$ cat config.mk
export PLATFORM = sky130hd
export DESIGN_NAME = hf_14a_mode_sequencer
export DESIGN_NICKNAME = d
export VERILOG_FILES = /design/src/rtl/hf_14a_mode_sequencer.sv
export SDC_FILE = /design/constraint.sdc
export NUM_CORES = 1
export LEC_CHECK = 0
export ABC_AREA = 1
export CAP_MARGIN = 10
export CORE_MARGIN = 1
export CORE_UTILIZATION = 50
export CTS_BUF_LIST = sky130_fd_sc_hd__clkbuf_8
export CTS_CLUSTER_DIAMETER = 200
export DETAILED_ROUTE_END_ITERATION = 7
export PLACE_DENSITY = 0.87
export SYNTH_ARGS = -nofsm -noshare
export SYNTH_HDL_FRONTEND = slang
export SYNTH_SLANG_ARGS = --single-unit
export TNS_END_PERCENT = 30
$ cat constraint.sdc
create_clock -name ck_1356meg -period 1.3 [get_ports ck_1356meg]
set_input_delay 0.39 -clock ck_1356meg [delete_from_list [all_inputs] [get_ports ck_1356meg]]
set_output_delay 0.39 -clock ck_1356meg [all_outputs]
set_load 0.005 [all_outputs]
$ cat src/rtl/hf_14a_mode_sequencer.sv
// HF ISO14443-A mode sequencer: frame counter, boundary-aligned mode
// changes, TX->RX guard and reader-listen timeout.
//
// Ports:
//   ck_1356meg      carrier clock, reset sync active-high
//   cmd_valid/mode  mode-change request; cmd_ready = no command pending
//   rx_bit          modulation-detector bit, watched only in LISTEN_WAIT
//   frame_cnt       0..127 free-running carrier counter
//   mod_type        mode applied to datapath; rx_enable gates rx path
//   cmd_error       pulse after an illegal mode is accepted
//   listen_timeout  pulse on the first cycle of the frame after timeout
//   busy            in GUARD or LISTEN_WAIT
module hf_14a_mode_sequencer #(
  parameter int GUARD_FRAMES          = 1,
  parameter int LISTEN_TIMEOUT_FRAMES = 8,
  parameter int CNT_W                 = 4
) (
  input  logic       ck_1356meg,
  input  logic       reset,
  input  logic       cmd_valid,
  input  logic [2:0] cmd_mode,
  output logic       cmd_ready,
  input  logic       rx_bit,
  output logic [6:0] frame_cnt,
  output logic [2:0] mod_type,
  output logic       rx_enable,
  output logic       cmd_error,
  output logic       listen_timeout,
  output logic       busy
);

  localparam logic [1:0] S_OFF    = 2'd0;
  localparam logic [1:0] S_ACTIVE = 2'd1;
  localparam logic [1:0] S_GUARD  = 2'd2;
  localparam logic [1:0] S_LISTEN = 2'd3;

  localparam logic [2:0] M_RLISTEN = 3'b011;
  localparam logic [2:0] M_RMOD    = 3'b100;
  localparam logic [2:0] M_OFF     = 3'b111;

  localparam logic GUARD_EN = (GUARD_FRAMES > 0);
  localparam logic TMO_EN   = (LISTEN_TIMEOUT_FRAMES > 0);

  localparam logic [CNT_W-1:0] GUARD_LAST =
    CNT_W'(GUARD_FRAMES > 0 ? GUARD_FRAMES - 1 : 0);
  localparam logic [CNT_W-1:0] TMO_CNT =
    CNT_W'(LISTEN_TIMEOUT_FRAMES);
  localparam logic [CNT_W-1:0] CNT_MAX = '1;

  logic [6:0]       frame_cnt_q, frame_cnt_d;
  logic [1:0]       state_q, state_d;
  logic [2:0]       mod_type_q, mod_type_d;
  logic             rx_enable_q, rx_enable_d;
  logic             cmd_error_q, cmd_error_d;
  logic             tmo_q, tmo_d;
  logic             pend_v_q, pend_v_d;
  logic [2:0]       pend_m_q, pend_m_d;
  logic             heard_q, heard_d;
  logic [CNT_W-1:0] guard_cnt_q, guard_cnt_d;
  logic [CNT_W-1:0] silent_cnt_q, silent_cnt_d;
  logic [CNT_W-1:0] silent_nxt;
  logic             boundary;
  logic             illegal;

  assign boundary = (frame_cnt_q == 7'd127);
  assign illegal  = (cmd_mode == 3'b101) | (cmd_mode == 3'b110);

  always_comb begin
    frame_cnt_d  = frame_cnt_q + 7'd1;
    state_d      = state_q;
    mod_type_d   = mod_type_q;
    rx_enable_d  = rx_enable_q;
    cmd_error_d  = 1'b0;
    tmo_d        = 1'b0;
    pend_v_d     = pend_v_q;
    pend_m_d     = pend_m_q;
    heard_d      = heard_q;
    guard_cnt_d  = guard_cnt_q;
    silent_cnt_d = silent_cnt_q;
    silent_nxt   = (silent_cnt_q == CNT_MAX) ?
                   silent_cnt_q : silent_cnt_q + 1'b1;

    // A command accepted now only counts at a later boundary,
    // because apply looks at pend_v_q, not pend_v_d.
    if (cmd_valid && !pend_v_q) begin
      pend_v_d = 1'b1;
      if (illegal) begin
        pend_m_d    = M_OFF;
        cmd_error_d = 1'b1;
      end else begin
        pend_m_d = cmd_mode;
      end
    end

    if (state_q == S_LISTEN && rx_bit) heard_d = 1'b1;

    if (boundary) begin
      heard_d = 1'b0;
      if (pend_v_q) begin
        pend_v_d = 1'b0;
        case (pend_m_q)
          M_OFF: begin
            state_d     = S_OFF;
            mod_type_d  = M_OFF;
            rx_enable_d = 1'b0;
          end
          M_RLISTEN: begin
            mod_type_d = M_RLISTEN;
            if (mod_type_q == M_RMOD && GUARD_EN) begin
              state_d     = S_GUARD;
              rx_enable_d = 1'b0;
              guard_cnt_d = '0;
            end else begin
              state_d      = S_LISTEN;
              rx_enable_d  = 1'b1;
              silent_cnt_d = '0;
            end
          end
          default: begin
            state_d     = S_ACTIVE;
            mod_type_d  = pend_m_q;
            rx_enable_d = (pend_m_q == 3'b000) |
                          (pend_m_q == 3'b001);
          end
        endcase
      end else if (state_q == S_GUARD) begin
        if (guard_cnt_q == GUARD_LAST) begin
          state_d      = S_LISTEN;
          rx_enable_d  = 1'b1;
          silent_cnt_d = '0;
        end else if (guard_cnt_q != CNT_MAX) begin
          guard_cnt_d = guard_cnt_q + 1'b1;
        end
      end else if (state_q == S_LISTEN) begin
        // rx_bit of the boundary cycle still belongs to this frame
        if (heard_q || rx_bit) begin
          silent_cnt_d = '0;
        end else if (TMO_EN && silent_nxt == TMO_CNT) begin
          state_d      = S_OFF;
          mod_type_d   = M_OFF;
          rx_enable_d  = 1'b0;
          silent_cnt_d = silent_nxt;
          tmo_d        = 1'b1;
        end else begin
          silent_cnt_d = silent_nxt;
        end
      end
    end
  end

  always_ff @(posedge ck_1356meg) begin
    if (reset) begin
      frame_cnt_q  <= '0;
      state_q      <= S_OFF;
      mod_type_q   <= M_OFF;
      rx_enable_q  <= 1'b0;
      cmd_error_q  <= 1'b0;
      tmo_q        <= 1'b0;
      pend_v_q     <= 1'b0;
      pend_m_q     <= M_OFF;
      heard_q      <= 1'b0;
      guard_cnt_q  <= '0;
      silent_cnt_q <= '0;
    end else begin
      frame_cnt_q  <= frame_cnt_d;
      state_q      <= state_d;
      mod_type_q   <= mod_type_d;
      rx_enable_q  <= rx_enable_d;
      cmd_error_q  <= cmd_error_d;
      tmo_q        <= tmo_d;
      pend_v_q     <= pend_v_d;
      pend_m_q     <= pend_m_d;
      heard_q      <= heard_d;
      guard_cnt_q  <= guard_cnt_d;
      silent_cnt_q <= silent_cnt_d;
    end
  end

  assign frame_cnt      = frame_cnt_q;
  assign mod_type       = mod_type_q;
  assign rx_enable      = rx_enable_q;
  assign cmd_error      = cmd_error_q;
  assign listen_timeout = tmo_q;
  assign cmd_ready      = ~pend_v_q;
  assign busy           = (state_q == S_GUARD) |
                          (state_q == S_LISTEN);

endmodule

==> run metrics <==
status=complete, but fails checks; violated checks=setup timing; Chip Height=56.5 um; Pre-Repair DR Iteration Count=5; worst hold path class=reg -> reg; final max-slew violation count=0; Seq/Total Area, Yosys=37.7%; startpoint types=flop; #FFs+latches synth=28; post-synth cell types=30; Starting Density=53.4%; nets@finish=267; Post-Syn Instances=203; critical path type=reg -> reg; Mean Syn Cell Area=7.32 um^2; layout cells sized above 1=36.5%; number of global-route vias before repair=1409; largest net degree at the start of global routing=16; share of power burned in registers=51.6%; routed via count=1597; gr busiest metal=met2; worst ir drop on vdd=0.00100 V; Final Hold Violating Endpoints=0; commonest non-fill, non-tap cells in the layout=39 x nand2_1, 29 x buf_4, 21 x inv_1, 18 x nor2_1; final setup fails=18; # Max-Cap Violations=0; Clock Power Share=33.3%; met2 GRT Util=46.4%; Max Freq=619 MHz; Reg2Reg Depth=9; worst slew pin tran=0.244 ns; most common cell after layout, fill and taps aside=nand2_1; CTS Buf Count=3; worst path arrival time=1.80 ns; root buffer cell=clkbuf_8; flop-to-flop setup slack=-0.32 ns; Worst Path Required=1.49 ns; GP Congestion=0.840; post-synth net total=214; Internal=1.27 mW; Switch Pwr=0.461 mW; vias per std cell=5.58; core area=2780 um^2; critical-path cell list=buf_6 > ha_4 > nand3_4 > nor2_4 > nand3_4 > inv_6 > nand4_1 > nand3_1 > nand3_1; fill count=169; hold_ws=0.462 ns; Rows=19; combinational fraction of design power=15.1%; TritonCTS clock tree=built; P&R area growth vs syn=44.2%; reg-to-reg endpoint=mod_type[1]; post-layout min period=1.62 ns; ys flop type=dfxtp_1; P_leak=0.960 nW; routed len/inst=15.3 um; Critical-path top delay cell=dfxtp_2; DR DRC count=0; crit end category=flop; crit path from=frame_cnt[0]; FFs w/ async S/R, synth=0%; Clk Latency, worst-skew pair=0.29 ns; # H-tree levels=1; Post-Place Worst Slack=-0.398 ns; met1 GRT Util=31.1%; end of the critical path=mod_type[1]; Syn. warnings=0; Final Core Density=77.1%; total grt overflow=0; diodes inserted=0; sw frac=26.6%; Post-synth EDFFs=0; r2r startpoint=frame_cnt[0]; DP HPWL=2550 um; Mapped Area=1490 um^2; final wirelength=4380 um; ratio of final minimum period to clock period=124%; Slew Limit Headroom=83.7%; initial antenna violation count=0; Longest Clk Path Bufs=2; Ports=22; GRT Total Usage=25.6%; Clock Sinks=28; port bufs=21; crit-path max FO=5; total chip power=1.73 mW; Antenna Violating Nets Remaining=0; max incr delay on CP=0.35 ns; RSZ-0062 raised after global routing=true; die footprint=3200 um^2; Die X=56.5 um; first-pass GRT wire length=6380 um; 1st-iter DRT viols=99; final setup margin=-0.315 ns; Pwr Density=809 nW/um^2; Worst Skew=0.0109 ns; Reg clk slew, reported paths=0.11 ns; met3 Usage GRT=2.76%
## timing repair
item / 4_1_cts / 5_1_grt
pin swaps: 1 / 14
setup endpoints to repair: 29 / 21
gates resized for setup: 40 / 20
hold buffers: 0 / 0
buffers inserted: 6 / 1
## power by group through the flow
stage          clock (mW)  combinational, mW  sequential (mW)
2_1_floorplan           0              0.122            0.914
3_3_place_gp            0              0.239            0.915
4_1_cts             0.553              0.253            0.889
3_5_place_dp            0              0.242            0.917
6_report            0.577              0.262            0.894
5_1_grt             0.592              0.282            0.894
## layer usage
metal	wire (um)	share of wire, %
met3	280	6.4
met5	0	0
met1	1760	40
met4	156	3.6
met2	2180	50
## cells by family (layout without fill, tap and decap cells)
logic type               Yosys count  after routing  share of synthesized area [%]
flip-flops                        28             28                           37.7
adder cells (fa/ha/maj)            4              4                           3.37
XOR/XNOR                           3              3                           1.77
buffers and inverters             27             79                           7.58
AO/OA/AOI/OAI                     35             35                           13.2
AND/OR/NAND/NOR                  106            106                           36.4
## metrics by stage
step / instance area, um^2 / setup TNS (ns) / instances
after floorplan: 1540 / -0.214 / 203
after global placement: 1970 / -4.02 / 276
after detailed placement: 1970 / -4.59 / 276
after CTS: 2080 / -1.97 / 286
after global routing: 2140 / -4.73 / 286
final: 2140 / -3.65 / 286
## flip-flops by register name, indices dropped and copies added, names as in the netlist
register / cells
heard_q: 1
pend_v_q: 1
mod_type: 3
pend_m_q: 3
cmd_error: 1
listen_timeout: 1
silent_cnt_q: 4
rx_enable: 1
frame_cnt: 7
state_q: 2
guard_cnt_q: 4
## final cells by class
cell class	count	area [um^2]	share of cell area (%)
Sequential cell	28	586	27.3
Tap cell	31	38.8	1.81
Multi-Input combinational cell	148	940	43.8
Timing Repair Buffer	52	430	20.1
Clock buffer	4	55.1	2.57
Inverter	23	93.8	4.38
## critical path, delay by kind of cell (launching register included)
| kind | cells | cell delay, ns |
|---|---|---|
| fa+ha+maj | 1 | 0.14 |
| simple gates | 6 | 0.80 |
| flops | 1 | 0.35 |
| buf+inv | 2 | 0.22 |
## cell usage after synthesis (all sizes together), types with 2 or more instances
| cell | number | area share [%] |
|---|---|---|
| nand2 | 54 | 15 |
| dfxtp | 28 | 38 |
| nor2 | 25 | 9.8 |
| inv | 22 | 5.7 |
| nand3 | 20 | 8.2 |
| a21oi | 19 | 6.7 |
| o21ai | 12 | 4.5 |
| ha | 4 | 3.4 |
| clkbuf | 3 | 0.76 |
| nand4 | 3 | 1.3 |
| nor3 | 3 | 1.3 |
| o211ai | 3 | 1.5 |
| xnor2 | 2 | 1.2 |
## how the worst min path moves through the flow
| stage | slack (ns) | depth (start not counted) | start | endpoint |
|---|---|---|---|---|
| after floorplan | 0.43 | 2 | heard_q | heard_q |
| after global placement | 0.44 | 2 | heard_q | heard_q |
| after detailed placement | 0.44 | 2 | heard_q | heard_q |
| after CTS | 0.46 | 2 | heard_q | heard_q |
| after global routing | 0.49 | 2 | heard_q | heard_q |
| final | 0.46 | 2 | heard_q | heard_q |
Power figures use the tool's default switching activity.
